--- src/rtl/fifo_pkg.sv ---
// fifo_pkg: shared definitions for the FIFO drain/demux slice.
// Holds the controller state encodings, the word and threshold widths, the
// position of the destination selector field and the threshold reset values.
package fifo_pkg;

  localparam int FIFO_DATA_W = 10;
  localparam int FIFO_TH_W   = 3;
  localparam int NUM_DEST    = 4;
  localparam int CNT_W       = 8;

  // The destination selector is the top two bits of a word.
  localparam int SEL_W = 2;

  localparam logic [FIFO_TH_W-1:0] SUP_TH_DEF = 3'b110;
  localparam logic [FIFO_TH_W-1:0] INF_TH_DEF = 3'b001;

  typedef enum logic [3:0] {
    ST_RESET  = 4'b0001,
    ST_INIT   = 4'b0010,
    ST_IDLE   = 4'b0100,
    ST_ACTIVE = 4'b1000
  } state_e;

  // One-hot push vector for a destination index.
  function automatic logic [NUM_DEST-1:0] dest_onehot(input logic [SEL_W-1:0] sel);
    dest_onehot = 4'b0001 << sel;
  endfunction

endpackage

--- src/rtl/dest_counter.sv ---
// dest_counter: saturating event counter with synchronous clear.
// Ports:
//   clk, reset_L : clock and asynchronous active-low reset
//   clr          : zero the count (has priority over inc)
//   inc          : count one event; the count sticks at all-ones
//   count        : current count
module dest_counter #(
  parameter int W = 8
) (
  input  logic         clk,
  input  logic         reset_L,
  input  logic         clr,
  input  logic         inc,
  output logic [W-1:0] count
);

  logic [W-1:0] count_q;
  logic [W-1:0] count_d;

  always_comb begin
    count_d = count_q;
    if (clr) begin
      count_d = '0;
    end else if (inc && (count_q != {W{1'b1}})) begin
      count_d = count_q + 1'b1;
    end
  end

  always_ff @(posedge clk or negedge reset_L) begin
    if (!reset_L) begin
      count_q <= '0;
    end else begin
      count_q <= count_d;
    end
  end

  assign count = count_q;

endmodule

--- src/rtl/fifo_drain_demux.sv ---
// fifo_drain_demux: consumer of the 10-bit FIFO. Pops words while the FIFO is
// non-empty, routes each word by its two MSBs to one of four destinations, and
// stalls on a destination's almost_full using a one-word hold register so that
// word order is kept across all destinations. Also owns the FIFO thresholds,
// which are loaded while in INIT.
//
// Optional feature: define DRAIN_COUNT_EN to add per-destination 8-bit
// saturating push counters on output dest_count.
//
// Ports:
//   clk, reset_L        clock, asynchronous active-low reset
//   init                request INIT (threshold load)
//   sup_th_in/inf_th_in thresholds latched while in INIT
//   fifo_data           FIFO data_out, valid the cycle after fifo_pop
//   fifo_empty          FIFO empty flag
//   dest_almost_full    almost_full of destinations 0..3
//   fifo_pop            combinational pop to the FIFO
//   sup/inf_threshold   thresholds driven to the FIFO
//   dest_push           registered one-hot push
//   dest_data           registered word for the destinations
//   state, idle         one-hot controller state, high in IDLE
//   dest_count          (DRAIN_COUNT_EN only) 4 x 8-bit counts, dest 0 in LSBs
module fifo_drain_demux
  import fifo_pkg::*;
#(
  parameter int              DATA_W  = FIFO_DATA_W,
  parameter int              TH_W    = FIFO_TH_W,
  parameter logic [TH_W-1:0] SUP_DEF = SUP_TH_DEF,
  parameter logic [TH_W-1:0] INF_DEF = INF_TH_DEF
) (
  input  logic              clk,
  input  logic              reset_L,
  input  logic              init,
  input  logic [TH_W-1:0]   sup_th_in,
  input  logic [TH_W-1:0]   inf_th_in,
  input  logic [DATA_W-1:0] fifo_data,
  input  logic              fifo_empty,
  input  logic [3:0]        dest_almost_full,
  output logic              fifo_pop,
  output logic [TH_W-1:0]   sup_threshold,
  output logic [TH_W-1:0]   inf_threshold,
  output logic [3:0]        dest_push,
  output logic [DATA_W-1:0] dest_data,
  output logic [3:0]        state,
  output logic              idle
`ifdef DRAIN_COUNT_EN
  ,
  output logic [4*CNT_W-1:0] dest_count
`endif
);

  state_e            state_q, state_d;
  logic              idle_q, idle_d;
  logic              pending_q, pending_d;
  logic              hold_valid_q, hold_valid_d;
  logic [DATA_W-1:0] hold_data_q, hold_data_d;
  logic [3:0]        dest_push_q, dest_push_d;
  logic [DATA_W-1:0] dest_data_q, dest_data_d;
  logic [TH_W-1:0]   sup_q, sup_d;
  logic [TH_W-1:0]   inf_q, inf_d;

  logic [SEL_W-1:0]  sel_fifo;
  logic [SEL_W-1:0]  sel_hold;
  logic              fifo_stall;

  assign sel_fifo = fifo_data[DATA_W-1 -: SEL_W];
  assign sel_hold = hold_data_q[DATA_W-1 -: SEL_W];

  // The word on fifo_data is only meaningful while pending; if its destination
  // is full it moves to the hold register, so no further pop may be issued.
  assign fifo_stall = pending_q & dest_almost_full[sel_fifo];

  assign fifo_pop = (state_q == ST_ACTIVE) & ~init & ~fifo_empty &
                    ~hold_valid_q & ~fifo_stall;

  // Next-state and output decode.
  always_comb begin
    state_d = state_q;
    case (state_q)
      ST_RESET: state_d = init ? ST_INIT : ST_IDLE;
      ST_INIT: begin
        if (!init) state_d = ST_IDLE;
      end
      ST_IDLE: begin
        if (init)             state_d = ST_INIT;
        else if (!fifo_empty) state_d = ST_ACTIVE;
      end
      ST_ACTIVE: begin
        // Only leave once nothing is in flight; init already blocks new pops.
        if (!pending_q && !hold_valid_q) begin
          if (init)            state_d = ST_INIT;
          else if (fifo_empty) state_d = ST_IDLE;
        end
      end
      default: state_d = ST_RESET;
    endcase
    idle_d = (state_d == ST_IDLE);
  end

  // Datapath: pending word, hold register and registered push.
  always_comb begin
    pending_d    = fifo_pop;
    hold_valid_d = hold_valid_q;
    hold_data_d  = hold_data_q;
    dest_push_d  = '0;
    dest_data_d  = dest_data_q;
    sup_d        = sup_q;
    inf_d        = inf_q;

    // A held word blocks pops, so pending and hold_valid are never both set.
    if (hold_valid_q) begin
      if (!dest_almost_full[sel_hold]) begin
        dest_push_d  = dest_onehot(sel_hold);
        dest_data_d  = hold_data_q;
        hold_valid_d = 1'b0;
      end
    end else if (pending_q) begin
      if (dest_almost_full[sel_fifo]) begin
        hold_valid_d = 1'b1;
        hold_data_d  = fifo_data;
      end else begin
        dest_push_d = dest_onehot(sel_fifo);
        dest_data_d = fifo_data;
      end
    end

    if (state_q == ST_INIT) begin
      sup_d = sup_th_in;
      inf_d = inf_th_in;
    end
  end

  always_ff @(posedge clk or negedge reset_L) begin
    if (!reset_L) begin
      state_q      <= ST_RESET;
      idle_q       <= 1'b0;
      pending_q    <= 1'b0;
      hold_valid_q <= 1'b0;
      hold_data_q  <= '0;
      dest_push_q  <= '0;
      dest_data_q  <= '0;
      sup_q        <= SUP_DEF;
      inf_q        <= INF_DEF;
    end else begin
      state_q      <= state_d;
      idle_q       <= idle_d;
      pending_q    <= pending_d;
      hold_valid_q <= hold_valid_d;
      hold_data_q  <= hold_data_d;
      dest_push_q  <= dest_push_d;
      dest_data_q  <= dest_data_d;
      sup_q        <= sup_d;
      inf_q        <= inf_d;
    end
  end

  assign state         = state_q;
  assign idle          = idle_q;
  assign dest_push     = dest_push_q;
  assign dest_data     = dest_data_q;
  assign sup_threshold = sup_q;
  assign inf_threshold = inf_q;

`ifdef DRAIN_COUNT_EN
  // Counts clear on the edge that enters INIT.
  logic count_clr;
  assign count_clr = (state_d == ST_INIT) && (state_q != ST_INIT);

  for (genvar g = 0; g < NUM_DEST; g++) begin : g_cnt
    dest_counter #(.W(CNT_W)) u_cnt (
      .clk     (clk),
      .reset_L (reset_L),
      .clr     (count_clr),
      .inc     (dest_push_q[g]),
      .count   (dest_count[g*CNT_W +: CNT_W])
    );
  end
`endif

endmodule

--- config.mk ---
export PLATFORM = sky130hd
export DESIGN_NAME = fifo_drain_demux
export DESIGN_NICKNAME = d
export VERILOG_FILES = /design/src/rtl/fifo_pkg.sv /design/src/rtl/dest_counter.sv /design/src/rtl/fifo_drain_demux.sv
export SDC_FILE = /design/constraint.sdc
export NUM_CORES = 1
export LEC_CHECK = 0
export BUFFER_PORTS_ARGS = -buffer_cell sky130_fd_sc_hd__buf_2
export CAP_MARGIN = 15
export CORE_MARGIN = 3
export CORE_UTILIZATION = 50
export CTS_CLUSTER_SIZE = 14
export DETAILED_ROUTE_END_ITERATION = 12
export HOLD_SLACK_MARGIN = 0.12
export PLACE_DENSITY_LB_ADDON = 0.15
export SLEW_MARGIN = 15
export SYNTH_ARGS = -nofsm -noshare
export SYNTH_HDL_FRONTEND = slang
export SYNTH_SLANG_ARGS = --single-unit
--- constraint.sdc ---
create_clock -name clk -period 2 [get_ports clk]
set_input_delay 0 -clock clk [delete_from_list [all_inputs] [get_ports clk]]
set_output_delay 0 -clock clk [all_outputs]
set_load 0.1 [all_outputs]
# Word-level counts from Yosys, hierarchy flattened
# Index checks and enable logic that the tools add are counted.
# classes
shifts	2
n_eq_ne	7
reduce_logical	6
n_lt_le_gt_ge	2
n_mux	24
bitwise	9
# ops
cell	count
10-bit two-way mux	4
4-bit two-way mux	10
4-bit one-hot mux with 4 select lines	1
4-bit by 3-bit equality test with 1-bit output, second input constant	2
1-bit by 2-bit << shifter with 4-bit output, first input constant	2
2-bit by 3-bit less-than comparator with 1-bit output, second input constant	2
1-bit two-way mux	6
3-bit AND reduction	2
1-bit AND	5
1-bit binary-select mux with 2-bit select	2
4-bit by 1-bit equality test with 1-bit output, second input constant	1
4-bit by 2-bit equality test with 1-bit output, second input constant	1
4-bit equality test, second input constant	1
2-bit != test, second input constant	2
1-bit NOT	4
3-bit two-way mux	1
1-bit zero test	2
2-bit nonzero test	1
1-bit logical AND	1
# word_totals
regBits	37
out_inout_bits	26
input_bits	24
word_cells	59

# Depth between registers and ports, before layout
# depth
word_depth	5
ltp_mapped	5

# Worst setup path after synthesis
# OpenSTA, ideal clock, no wires.
# synth_path
path_kind	reg2reg
start	register state_q[3] (netlist: state[3])
end	register pending_q
required_time_ps	1793
setup_slack_ps	-303
n_path_buf	0
setup_time_ps	207
period_less_slack_ps	2303
path_stages_with_launch	3
arrival_time_ps	2096
cell_sequence	dfrtp_1 -> and2b_2 -> and4_1
# synth_via
elab_chain_len	5
# synth_rtl
item	line_no	source
from (decl)	fifo_drain_demux.sv:52	state_e state_q, state_d;
from (signal assigned)	fifo_drain_demux.sv:145	state_q <= state_d;
4-bit equality test	fifo_drain_demux.sv:73	assign fifo_pop = (state_q == ST_ACTIVE) & ~init & ~fifo_empty &
1-bit AND (3 in series)	fifo_drain_demux.sv:73	
1-bit AND	fifo_drain_demux.sv:74	~hold_valid_q & ~fifo_stall;
via fifo_pop	fifo_drain_demux.sv:39	output logic fifo_pop,
to (signal assigned)	fifo_drain_demux.sv:147	pending_q <= pending_d;
to (decl)	fifo_drain_demux.sv:54	logic pending_q, pending_d;
# The timed path passes the listed nets, and every way through them passes these cells.
# A chain may end at the register's enable or synchronous reset.

# Worst setup path after layout
# layout_path
start	register state_q[0] (netlist: state[0])
end	register state_q[2] (netlist: state[2])
# layout_via
elab_chain_len	2
word_cells_on_any_way	5
classes_between	4 x eq/ne; 1 x mux
# layout_rtl
item	line_no	source
4-bit equality test, or another cell as far along	fifo_drain_demux.sv:79	case (state_q)
4-bit one-hot mux with 4 select lines *	fifo_drain_demux.sv:79	
via state_d[2]	fifo_drain_demux.sv:52	
# Mark *: on every way through the listed nets, which the timed path passes. The rest lies on a longest branch.

==> summary.md <==
| Metric | Value |
|---|---|
| Outcome | `complete, no violations` |
| # placed instances | `211` |
| Maximum number of pins on one net before global-route repair | `38` |
| Most frequent cells in the layout | `buf_2, mux2_2, dfrtp_1, dlygate4sd3_1, clkbuf_4` |
| Final Setup Violations | `0` |
| Setup crit start kind | `flop` |
| Crit path required time | `2.28 ns` |
| Slew headroom | `47.38%` |
| Initial Utilization | `53.68%` |
| Drt via density | `5.082` |
| Worst r2r path cells | `4` |
| Synth area leaders | `dfrtp_1, mux2_2, dfstp_2, mux2i_1, buf_6` |
| Worst Slack Setup Final | `0.1449 ns` |
| Seq/Total Area, Yosys | `55.44%` |
| First drt pass iteration count | `4` |
| Num rows | `20` |
| R2r endpoint | `state[2]$_DFF_PN0_` |
| Finished Layout Cells | `243` |
| Crit end category | `flop` |
| Post-synth top area cell | `dfrtp_1` |
| DR DRC count | `0` |
| Synthesized Nets | `145` |
| Fin nets | `222` |
| Final Slew Violations | `0` |
| Clk Latency, worst-skew pair | `0.34 ns` |
| Worst R2R Start | `state[0]$_DFF_PN1_` |
| DP Area | `0.001956 sq mm` |
| Gr usage total | `19.34%` |
| ANT nets after route | `0` |
| Arr. time, crit path | `2.14 ns` |
| Synth unique cells | `31` |
| GRT Residual Overflow | `0` |
| Ant diodes | `0` |
| # fillers | `224` |
| Worst slew pin tran | `0.7893 ns` |
| CTS clk-pin slew, worst paths | `0.11 ns` |
| Share of cells above drive strength 1 | `54.27%` |
| PortBufs | `49` |
| Initial antenna violation count | `0` |
| Die area | `0.004090 sq mm` |
| First-pass GRT wire length | `6237 um` |
| Starting DRT DRC Count | `52` |
| Worst Hold Class | `input pin to flop` |
| Ports | `50` |
| Crit-path slowest cell | `dfstp_2` |
| TritonCTS Buffers | `5` |
| Synthesized cell area | `0.001679 sq mm` |
| Synthesized instance count | `121` |
| CP startpoint | `state[0]$_DFF_PN1_` |
| Syn-to-layout area delta | `34.43%` |
| Hold Vio Cnt, Final | `0` |
| Clock Tree Buf Depth | `2` |
| Die Span X | `63.95 um` |
| Die H | `63.95 um` |
| RSZ-0062 raised after global routing | `no` |
| WL/cell | `14.25 um` |
| Root Driver | `clkbuf_4` |
| Minimum clock period | `1.855 ns` |
| Clk sink count | `37` |
| Flops & latches, synth | `37` |
| Yosys top cell area share | `49.18%` |
| Crit Path Max Fanout | `4` |
| Mean post-synth cell area | `13.88 sq um` |
| Number of global-route vias before repair | `1403` |
| Fmax | `0.5391 GHz` |
| Gpl congestion | `0.9206` |
| HPWL Detailed | `2339 um` |
| Routed WL | `3462 um` |
| Setup Fix Bufs, Post-CTS | `0` |
| Reg-to-reg slack, setup | `0.14 ns` |
| Setup CP Type | `flop to flop` |
| Crit path cell chain | `xnor2_1, or3_2, a21oi_1, dlygate4sd3_1` |
| Period utilization | `92.75%` |
| Synth warnings | `0` |
| Via count | `1235` |
| H-tree Lvls | `2` |
| CP Capture Point | `state[2]$_DFF_PN0_` |
| Core Box Area | `0.003128 sq mm` |
| Final Cell Area | `0.002257 sq mm` |
| Setup WS pre-CTS | `0.2593 ns` |
| CTS tree | `built` |
| Max Cap Violations | `0` |
| Commonest non-fill, non-tap cell in the layout | `buf_2` |
| Max stage delay on crit path | `0.58 ns` |
| Clock skew | `0.006380 ns` |
-- cell usage after synthesis (all sizes together) --
| master | instances |
|---|---|
| mux2 | 36 |
| dfrtp | 33 |
| buf | 5 |
| a21oi | 4 |
| dfstp | 4 |
| mux2i | 4 |
| nand2 | 4 |
| nor2 | 4 |
| o21ai | 3 |
| o22ai | 3 |
| inv | 2 |
| nand3 | 2 |
| nand3b | 2 |
| a21boi | 1 |
| a2bb2oi | 1 |
| and2 | 1 |
| and2b | 1 |
| and4 | 1 |
| nand2b | 1 |
| nor2b | 1 |
| nor3 | 1 |
| nor4b | 1 |
| o2111ai | 1 |
| o21a | 1 |
| o31ai | 1 |
| o32ai | 1 |
| or3 | 1 |
| xnor2 | 1 |
-- per-layer routing --
layer	routed length [um]	share of wire, %	up-vias	global-route usage (%)
li1	-	-	602	-
met1	1447	42	593	23.33
met2	1812	52	36	32.77
met3	172	5.0	4	6.151
met4	30	0.87	0	5.930
met5	0	0	-	0
-- worst min-delay path by stage --
stage                              from                       end  slack (ns)  depth (start not counted)
CTS                 dest_almost_full[1]    dest_push[3]$_DFF_PN0_        0.14                          4
detailed placement              reset_L    dest_push[0]$_DFF_PN0_        0.14                          1
finish              dest_almost_full[1]    dest_push[3]$_DFF_PN0_        0.17                          4
global route        dest_almost_full[1]    dest_push[3]$_DFF_PN0_        0.19                          4
floorplan                       reset_L  dest_data[0]$_DFFE_PN0P_       -0.30                          0
global placement                reset_L    dest_push[1]$_DFF_PN0_        0.12                          1
-- cell families after synthesis --
kind of cell / after synthesis / synth area share [%]
buf+inv: 7 / 2.980
flops: 37 / 55.44
mux: 40 / 26.53
xor+xnor: 1 / 0.5217
simple gates: 20 / 7.377
compound gates: 16 / 7.154
-- through the flow --
step | setup TNS (ns) | utilization (%) | hold slack [ns]
2_1_floorplan | -0.02072 | - | -0.2956
3_3_place_gp | 0 | 62.52 | 0.1170
3_5_place_dp | 0 | 62.52 | 0.1379
4_1_cts | 0 | 72.08 | 0.1409
5_1_grt | 0 | 72.16 | 0.1864
6_report | 0 | 72.16 | 0.1747
-- area by class of cell --
type	instances	area (sq um)	area share, %
repair buffers	75	503.0	22.28
well taps	44	55.05	2.439
flip-flops and latches	37	933.4	41.35
multi-input cells	77	699.4	30.99
clock buffers	5	37.54	1.663
clock inverters	3	21.27	0.9424
inverters	2	7.507	0.3326
-- state kept, by name, summed over array words and instances (netlist names) --
name and flops:
hold_valid_q 1, inf_threshold 3, sup_threshold 3, idle 1, hold_data_q 10, state 4
dest_push 4, pending_q 1, dest_data 10
-- worst max-delay path, delay by kind of cell (launching register included) --
| kind | cells | cell delay [ns] |
|---|---|---|
| compound gates | 1 | 0.14 |
| xor+xnor | 1 | 0.08 |
| buf+inv | 1 | 0.55 |
| flops | 1 | 0.58 |
| simple gates | 1 | 0.44 |
-- timing repair --
item                                   CTS  global route
resized for setup                        0             1
setup endpoints to repair                0             1
hold buffers                            24             0
endpoints found under the hold margin   67             0
Power is not shown: default switching activity piles up to over one toggle a cycle in this logic, so the estimate is an artifact.
